<file path="config.mk">
export PLATFORM = sky130hd
export DESIGN_NAME = spi_master
export DESIGN_NICKNAME = d
export VERILOG_FILES = /design/src/rtl/spi_master.sv
export SDC_FILE = /design/constraint.sdc
export NUM_CORES = 1
export LEC_CHECK = 0
export CORE_UTILIZATION = 36
export CTS_CLUSTER_DIAMETER = 150
export DETAILED_ROUTE_END_ITERATION = 10
export PLACE_DENSITY_LB_ADDON = 0.2
export SETUP_SLACK_MARGIN = 0.5
export SYNTH_ARGS = -nofsm -noshare
export SYNTH_HDL_FRONTEND = slang
export SYNTH_SLANG_ARGS = --single-unit
</file>
<file path="constraint.sdc">
create_clock -name clk -period 5.2 [get_ports clk]
set_clock_uncertainty 0.15 [all_clocks]
set_input_delay 1.04 -clock clk [delete_from_list [all_inputs] [get_ports clk]]
set_output_delay 1.04 -clock clk [all_outputs]
set_load 0.005 [all_outputs]
</file>
<file path="src/rtl/spi_master.sv">
// SPI mode-0 master: MSB-first shift out on spi_mosi, shift in on spi_miso, one chip select.
// All SPI pins and status outputs come straight from flops.
module spi_master #(
  parameter int DATA_WIDTH = 8,
  parameter int CLK_DIV    = 4,
  parameter int CS_SETUP   = 2,
  parameter int CS_HOLD    = 2
) (
  input  logic                  clk,
  input  logic                  rst,
  input  logic                  start,
  input  logic [DATA_WIDTH-1:0] tx_data,
  output logic                  busy,
  output logic                  done,
  output logic [DATA_WIDTH-1:0] rx_data,
  output logic                  spi_clk,
  output logic                  spi_mosi,
  input  logic                  spi_miso,
  output logic                  spi_cs_n
);

  localparam int CntMaxA = (CLK_DIV > CS_SETUP) ? CLK_DIV : CS_SETUP;
  localparam int CntMax  = (CntMaxA > CS_HOLD) ? CntMaxA : CS_HOLD;
  localparam int CntW    = (CntMax > 1) ? $clog2(CntMax) : 1;
  localparam int BitW    = (DATA_WIDTH > 1) ? $clog2(DATA_WIDTH) : 1;

  typedef enum logic [2:0] {StIdle, StSetup, StXfer, StHold, StDone} state_e;

  state_e                r_state;
  logic [CntW-1:0]       r_cnt;
  logic [BitW-1:0]       r_bit;
  logic [DATA_WIDTH-1:0] r_tx;
  logic [DATA_WIDTH-1:0] r_rx;
  logic [DATA_WIDTH-1:0] r_rx_data;
  logic                  r_busy;
  logic                  r_done;
  logic                  r_sck;
  logic                  r_mosi;
  logic                  r_cs_n;

  always_ff @(posedge clk or posedge rst) begin
    if (rst) begin
      r_state   <= StIdle;
      r_cnt     <= '0;
      r_bit     <= '0;
      r_tx      <= '0;
      r_rx      <= '0;
      r_rx_data <= '0;
      r_busy    <= 1'b0;
      r_done    <= 1'b0;
      r_sck     <= 1'b0;
      r_mosi    <= 1'b0;
      r_cs_n    <= 1'b1;
    end else begin
      case (r_state)
        StIdle: begin
          if (start) begin
            r_tx    <= tx_data;
            r_mosi  <= tx_data[DATA_WIDTH-1];
            r_cs_n  <= 1'b0;
            r_busy  <= 1'b1;
            r_bit   <= BitW'(DATA_WIDTH - 1);
            r_cnt   <= CntW'(CS_SETUP - 1);
            r_state <= StSetup;
          end
        end
        StSetup: begin
          if (r_cnt != '0) begin
            r_cnt <= r_cnt - 1'b1;
          end else begin
            r_cnt   <= CntW'(CLK_DIV - 1);
            r_state <= StXfer;
          end
        end
        StXfer: begin
          if (r_cnt != '0) begin
            r_cnt <= r_cnt - 1'b1;
          end else if (!r_sck) begin
            r_cnt <= CntW'(CLK_DIV - 1);
            r_sck <= 1'b1;
            r_rx  <= {r_rx[DATA_WIDTH-2:0], spi_miso};
          end else begin
            r_sck <= 1'b0;
            if (r_bit != '0) begin
              // Next bit goes out on the falling edge so it is stable across the next rise.
              r_cnt  <= CntW'(CLK_DIV - 1);
              r_bit  <= r_bit - 1'b1;
              r_mosi <= r_tx[DATA_WIDTH-2];
              r_tx   <= {r_tx[DATA_WIDTH-2:0], 1'b0};
            end else begin
              r_cnt   <= CntW'(CS_HOLD - 1);
              r_state <= StHold;
            end
          end
        end
        StHold: begin
          if (r_cnt != '0) begin
            r_cnt <= r_cnt - 1'b1;
          end else begin
            r_cs_n    <= 1'b1;
            r_rx_data <= r_rx;
            r_done    <= 1'b1;
            r_busy    <= 1'b0;
            r_state   <= StDone;
          end
        end
        StDone: begin
          // start is ignored here, giving cs_n at least two high cycles between frames.
          r_done  <= 1'b0;
          r_mosi  <= 1'b0;
          r_state <= StIdle;
        end
        default: r_state <= StIdle;
      endcase
    end
  end

  assign busy     = r_busy;
  assign done     = r_done;
  assign rx_data  = r_rx_data;
  assign spi_clk  = r_sck;
  assign spi_mosi = r_mosi;
  assign spi_cs_n = r_cs_n;

endmodule

</file>
---- Word level (Yosys, flattened, before mapping) ----
Index checks and enable logic that the tools add are counted.
cells by class
  add/sub/neg operators ................... 2
  equal/unequal tests ..................... 12
  mux-type cells .......................... 37
  bitwise gates (word level) .............. 2
  reductions and logical operators ........ 17
operators with widths
  operator                                                            count
  3-bit 2-to-1 mux                                                    10
  7-bit 2-to-1 mux                                                    4
  2-bit != test, second input constant                                8
  7-bit one-hot mux with 2 select lines                               1
  2-bit 2-to-1 mux                                                    6
  3-bit one-hot mux with 4 select lines                               1
  5-bit AND reduction                                                 2
  1-bit 2-to-1 mux                                                    9
  3-bit AND reduction                                                 3
  2-bit one-hot mux with 4 select lines                               1
  2-bit nonzero test                                                  4
  3-bit by 2-bit == test with 1-bit output, second input constant     2
  1-bit one-hot mux with 2 select lines                               3
  3-bit one-hot mux with 2 select lines                               1
  2-bit AND reduction                                                 3
  6-bit AND reduction                                                 1
  3-bit nonzero test                                                  2
  4-bit nonzero test                                                  1
  3-bit by 1-bit == test with 1-bit output, second input constant     1
  3-bit == test, second input constant                                1
  3-bit zero test                                                     1
  1-bit one-hot mux with 3 select lines                               1
  3-bit by 1-bit subtractor with 3-bit output, second input constant  1
  1-bit NOT                                                           2
  2-bit by 1-bit subtractor with 2-bit output, second input constant  1
word-level totals
  register bits ........................... 36
  input bits .............................. 12
  output and inout port bits .............. 13
  word-level logic and storage cells ...... 81

---- Depth between registers and ports, before layout ----
Gate-level depths: netlist of the first run.
  depth after elaboration ................. 5
  mapped depth ............................ 9
  gate-level depth less buffers ........... 6

---- Worst setup path before layout of the first run ----
No wires, ideal clock.
  path type ............................... input -> register
  from .................................... in start
  to ...................................... reg r_bit[0]
  setup time .............................. 119 ps
  data arrival time ....................... 1756 ps
  required time ........................... 4931 ps
  setup slack ............................. 3175 ps
  stages .................................. 5
  path buffers ............................ 2
  cells stage by stage .................... nor2_1 > and4b_1 > buf_4 > buf_6 > o21a_1
on the way
  cells in the longest elaborated chain, start to end .. 2
RTL lines
  element                               RTL line  RTL
  from (decl)                           11        input logic start,
  2-bit != test (no source line)        -
  5-bit AND reduction (no source line)  -
  to (signal assigned)                  62        r_bit <= BitW'(DATA_WIDTH - 1);
  to (signal assigned)                  87        r_bit <= r_bit - 1'b1;
  to (decl)                             31        logic [BitW-1:0] r_bit;
Every way passes these cells.
A chain may end at the register's enable or synchronous reset.

---- Final worst setup path of the first run ----
  from .................................... reg r_state[1]
  to ...................................... reg r_rx[5]
on the way
  cells in the longest elaborated chain, start to end .. 2
RTL lines
  element                                   RTL line  RTL
  from (decl)                               29        state_e r_state;
  from (signal assigned)                    43        r_state <= StIdle;
  from (signal assigned)                    64        r_state <= StSetup;
  from (signal assigned)                    72        r_state <= StXfer;
  3-bit by 2-bit == test with 1-bit output  55        case (r_state)
  3-bit AND reduction (no source line)      -
  to (signal assigned)                      81        r_rx <= {r_rx[DATA_WIDTH-2:0], spi_miso};
  to (decl)                                 33        logic [DATA_WIDTH-1:0] r_rx;
Every way passes these cells.

==> results.yml, run 1 <==
sta:
  rsz0062_at_grt: "false"
  drv_slew: 0
  setup_viol: 0
  final-hold-violation-count: 0
  tns_ns: 0
  setup_slack_ns: 2.484
  post-route-period-util_pct: 52.24
  fin_crit_ns: 2.716
  worst-slew-pin-transition_ns: 0.9142
  fmax_mhz: 368.2
  slew_headroom_pct: 38.78
floorplan:
  coreArea_um2: 4504
  start_util_pct: 38.50
  die_y_um: 71.41
  die_w_um: 71.41
  die-area_um2: 5099
  io-pin-count: 25
  num_rows: 24
clocking:
  cts_buffers: 5
  clock-sinks: 36
  htreeDepth: 2
  worstSkewPairLatency_ns: 0.29
  cts_hold_buf: 0
  post_cts_resized: 0
  clk_pin_slew_ns: 0.08
  postCtsSetupRepairBufs: 0
  cts_root_buffer: "clkbuf_8"
  cts_max_path_buffers: 2
  cts_tree: "done"
routing:
  drc: 0
  ant_nets: 0
  wl_per_cell_um: 14.61
  vias: 1154
  viasPerCell: 5.106
  firstDrtPassIters: 4
  drt_iter0_markers: 83
  postRouteWirelength_mm: 3.301
synth:
  ys_seq_area_share_pct: 52.02
  synth_commonest_cells: "dfrtp_1, nor2_1, a21oi_1"
  avgSynthCellArea_um2: 11.56
  syn_area_um2: 1734
  synth.most_common_cell: "dfrtp_1"
  syn_nets: 165
  yosys.cell_types.count: 41
  synthCells: 150
  synth-edff-count: 0
  synthFlopType: "dfrtp_1"
  yosysTopAreaCell: "dfrtp_1"
  yosysWarnings: 0
  synth_area_leaders: "dfrtp_1, mux2_4, mux2_1"
  yosys.area.top_type_share_pct: 50.51
  ys_ff_latch: 36
  async_flop_share_pct: 100.0
grt:
  grt_max_degree: 37
  grt_overflow: 0
  grt_usage_pct: 15.00
  antenna_found_initial: 0
  grt_pass1_vias: 1256
  grt_pass1_wl_mm: 5.823
worst_hold_path:
  hold_path.class: "flip-flop to flip-flop"
  min_from: "r_rx[7]$_DFFE_PP0P_"
pwr:
  power_switching_w: 0.0003887
  peakVddDrop_v: 0.0002031
  leakagePower_nw: 0.9941
  p_comb_share_pct: 32.6
  power.internal_w: 0.0008186
  clkPwrFrac_pct: 28.6
  switching_share_pct: 32.20
  powerDensity_nw_per_um2: 565.6
  power_frac_seq_pct: 38.8
critical_path:
  slowest_stage: "nor3b_2"
  startpoint: "r_state[1]$_DFFE_PP0P_"
  crit_path_end: "r_rx[5]$_DFFE_PP0P_"
  crit_fanout: 15
  worstPathRequired_ns: 5.23
  worstReg2RegStart: "r_state[1]$_DFFE_PP0P_"
  max_stage_delay_ns: 0.84
  endpoint_kind: "flip-flop"
  reg2reg_to: "r_rx[5]$_DFFE_PP0P_"
  rr_worst_depth: 3
  critPathKind: "flip-flop to flip-flop"
  path_cells: "nor3b_2, and3b_1, mux2_1"
  worstSetupStartpointType: "flip-flop"
  cp_data_arrival_time_ns: 2.74
  reg2reg_slack_ns: 2.48
placement:
  dpl_cell_area_um2: 1976
  port_buffers: 24
  place_ws_ns: 2.290
  dpl.hpwl_mm: 2.149
  dp_cells: 218
  place.gp.congestion: 0.8016
cells_and_area:
  fin_area_um2: 2135
  area_growth_pct: 23.09
  nNetsFinal: 188
  final_cells: 226
  layout-drive-gt1-share_pct: 13.79
  num_antenna_cells: 0
job:
  drv_cap: 0
outcome:
  outcome: "finished, final reports clean"
[how the worst min path moves through the flow]
stage | to | slack (ns) | depth (start not counted)
2_1_floorplan | r_rx[7]$_DFFE_PP0P_ | 0.31 | 1
3_3_place_gp | r_rx[7]$_DFFE_PP0P_ | 0.32 | 1
3_5_place_dp | r_rx[7]$_DFFE_PP0P_ | 0.33 | 1
4_1_cts | r_rx[7]$_DFFE_PP0P_ | 0.35 | 1
5_1_grt | rx_data[3]$_DFFE_PP0P_ | 0.39 | 1
6_report | r_rx[7]$_DFFE_PP0P_ | 0.35 | 1
[metal layers]
| layer | vias up | wire [µm] | track usage (%) |
|---|---|---|---|
| li1 | 563 | - | - |
| met1 | 559 | 1576 | 19.06 |
| met2 | 24 | 1509 | 23.60 |
| met3 | 8 | 161 | 5.204 |
| met4 | 0 | 53 | 5.778 |
| met5 | - | 0 | 0 |
[worst max-delay path, delay by kind of cell (launching register included)]
family / cells / cell delay [ns]
DFF: 1 / 0.65
and+or+nand+nor: 2 / 1.43
muxes: 1 / 0.37
[area by class of cell]
class                      count  area, µm²
clock buffer                   5      68.82
clock inverter                 3      90.09
fill                         412       2370
inverter                      10      37.54
multi-input combinational     95      723.2
sequential                    36      902.1
tap                           52      65.06
timing repair buffer          25      247.7
[flip-flops by register name, indices dropped and copies added (netlist names), 2 cells and up]
register / cells
r_state: 3
r_bit: 3
r_rx: 8
r_tx: 7
r_cnt: 2
rx_data: 8
[through the flow]
stage | power [W] | utilization, % | hold WS (ns)
4_1_cts | 0.001216 | 47.39 | 0.3515
3_3_place_gp | 0.0008462 | 43.86 | 0.3207
6_report | 0.001207 | 47.39 | 0.3453
3_5_place_dp | 0.0008667 | 43.86 | 0.3297
5_1_grt | 0.001298 | 47.39 | 0.3903
2_1_floorplan | 0.0007656 | - | 0.3083
[placed cells by master, fill, tap and decap left out, types with 5 or more instances in the layout]
cell	count
o21ai_0	9
clkbuf_8	5
mux2i_1	6
nand2_1	5
clkdlybuf4s50_1	24
inv_1	9
mux2_4	8
nor2_1	14
mux2_1	8
dfrtp_1	35
a21oi_1	12
[power groups by stage]
stage                     Combinational (W)  Sequential [W]  Clock [W]
final                              0.000394        0.000468   0.000346
after global placement             0.000381        0.000465          0
after CTS                          0.000398        0.000467   0.000351
after detailed placement           0.000396        0.000471          0
after floorplan                    0.000337        0.000429          0
after global routing               0.000447        0.000484   0.000367
[cell families (layout without fill, tap and decap cells)]
| kind of cell | after synthesis | count (layout) | share of synthesized area [%] |
|---|---|---|---|
| fa+ha+maj | 3 | 3 | 2.165 |
| simple gates | 33 | 33 | 10.17 |
| flops | 36 | 36 | 52.02 |
| mux | 23 | 23 | 16.23 |
| xor+xnor | 2 | 2 | 1.010 |
| buf+inv | 19 | 43 | 6.276 |
| compound gates | 34 | 34 | 12.12 |
No activity file was read; power rests on OpenSTA's default activity.
==> inputs of run 2 (changes only) <==
==> constraint.sdc (replaced) <==
create_clock -name clk -period 2.36 [get_ports clk]
set_clock_uncertainty 0.15 [all_clocks]
set_input_delay 0.472 -clock clk [delete_from_list [all_inputs] [get_ports clk]]
set_output_delay 0.472 -clock clk [all_outputs]
set_load 0.005 [all_outputs]
==> results.yml, run 2 (synthesis gave the netlist of run 1 again) <==
sta:
  post-route-period-util_pct: 77.81
  tns_ns: 0
  final-hold-violation-count: 0
  rsz0062_at_grt: "true"
  slew_headroom_pct: 67.63
  drv_slew: 0
  worst-slew-pin-transition_ns: 0.4850
  setup_viol: 0
  fin_crit_ns: 1.836
  fmax_mhz: 544.5
critical_path:
  worstSetupStartpointType: "flip-flop"
  slowest_stage: "dfrtp_1"
  endpoint_kind: "flip-flop"
  max_stage_delay_ns: 0.41
  worstPathRequired_ns: 2.37
  cp_top_family: "flip-flops"
  path_cells: "inv_2, ha_4, nand2_4, or3_4, buf_8, mux2_4"
  reg2reg_to: "rx_data[0]$_DFFE_PP0P_"
  critPathKind: "flip-flop to flip-flop"
  crit_fanout: 9
  cp_data_arrival_time_ns: 1.85
  worstReg2RegStart: "r_cnt[0]$_DFFE_PP0P_"
  rr_worst_depth: 6
  cp_num_buf_inv: 2
  reg2reg_slack_ns: 0.52
routing:
  firstDrtPassIters: 2
  viasPerCell: 5.184
  vias: 1239
  drt_iter0_markers: 49
  wl_per_cell_um: 14.85
  ant_nets: 0
  drc: 0
  postRouteWirelength_mm: 3.550
clocking:
  clk_pin_slew_ns: 0.08
  cts_buffers: 5
  cts_tree: "done"
  cts_max_path_buffers: 2
  htreeDepth: 2
  cts_root_buffer: "clkbuf_8"
  worstSkewPairLatency_ns: 0.29
  clock-sinks: 36
grt:
  use_met1_pct: 20.86
  grt_usage_pct: 15.77
  grt_overflow: 0
  gr-usage-met3_pct: 4.782
  grt_pass1_vias: 1298
  grt.met2_usage_pct: 24.55
  top_usage_layer: "met2"
  grt_pass1_wl_mm: 6.154
  antenna_found_initial: 0
  grt_max_degree: 17
placement:
  dpl.hpwl_mm: 2.401
  dp_cells: 225
  port_buffers: 24
  place.gp.congestion: 0.7768
cells_and_area:
  area_growth_pct: 30.16
  final_cells: 239
  final_common_cell: "dfrtp_1"
  num_antenna_cells: 0
  nNetsFinal: 201
  n_fill_cell: 412
  mostFrequentLayoutCells: "dfrtp_1, clkdlybuf4s50_1, mux2_4, a21oi_1, o21ai_0"
  layout-drive-gt1-share_pct: 29.41
floorplan:
  num_rows: 24
  die_w_um: 71.41
  die-area_um2: 5099
  die_y_um: 71.41
  start_util_pct: 38.50
  io-pin-count: 25
  coreArea_um2: 4504
pwr:
  p_total_w: 0.002712
  peakVddDrop_v: 0.0005897
  powerDensity_nw_per_um2: 1201
  leakagePower_nw: 1.046
job:
  drv_cap: 0
outcome:
  outcome: "finished, final reports clean"
worst_hold_path:
  hold_path.class: "primary input to asynchronous set/reset pin"
## run 2: cell count changes in the layout (fill, tap and decap cells not counted), sizes merged
cell / previous run / this run
clkdlybuf4s50: 24 / 23
buf: 1 / 14
clkinv: 0 / 1
bufinv: 3 / 1
clkbuf: 5 / 6
dlygate4sd2: 0 / 1
## run 2: area by class of cell
type	instances	area [µm²]	share of cell area, %
Clock inverter	2	35.03	1.552
Tap cell	52	65.06	2.882
Multi-Input combinational cell	95	778.2	34.48
Sequential cell	36	904.6	40.08
Clock buffer	6	72.57	3.215
Timing Repair Buffer	38	364.1	16.13
Inverter	10	37.54	1.663
## run 2: report_power, final
group | internal, W | total (W) | switching [W]
combinational | 0.000630 | 0.00116 | 0.000528
sequential | 0.000828 | 0.00102 | 0.000196
clock | 0.000314 | 0.000530 | 0.000216
## run 2: how the worst max path moves through the flow
| stage | startpoint | end | slack [ns] | cells after the start |
|---|---|---|---|---|
| finish | r_cnt[0]$_DFFE_PP0P_ | rx_data[0]$_DFFE_PP0P_ | 0.52 | 6 |
| global route | r_cnt[0]$_DFFE_PP0P_ | r_bit[1]$_DFFE_PP0P_ | 0.45 | 8 |
| CTS | r_cnt[0]$_DFFE_PP0P_ | r_bit[0]$_DFFE_PP0P_ | 0.50 | 7 |
| detailed placement | start | r_tx[3]$_DFFE_PP0P_ | 0.18 | 6 |
| global placement | start | r_tx[4]$_DFFE_PP0P_ | 0.24 | 6 |
| floorplan | r_cnt[0]$_DFFE_PP0P_ | rx_data[0]$_DFFE_PP0P_ | 0.53 | 7 |
## run 2: per-layer routing
layer / up-vias / wire length, µm
met4: 0 / 66
met2: 25 / 1653
met3: 8 / 125
li1: 592 / -
met1: 614 / 1704
met5: - / 0
## run 2: metrics by stage
step	util [%]	instance area (µm²)	setup WS (ns)	hold WS, ns
final	50.11	2257	0.5236	0.3461
after floorplan	-	1734	0.5280	0.3083
after detailed placement	45.03	2028	0.1789	0.3410
after global routing	50.11	2257	0.4452	0.3785
after global placement	45.03	2028	0.2377	0.3205
after CTS	48.50	2185	0.5021	0.3574
## run 2: worst register-to-register path: stages, from the launching register on
cell and delay [ns]:
dfrtp_1 0.41, inv_2 0.10, ha_4 0.19, nand2_4 0.06, or3_4 0.34, buf_8 0.16, mux2_4 0.30
## run 2: timing repair
action / in CTS / in global routing
resized for setup: 8 / 20
pin swaps: 1 / 2
setup buffers: 4 / 1
gates cloned: 0 / 1
setup endpoints to repair: 30 / 27
hold buffers: 0 / 0
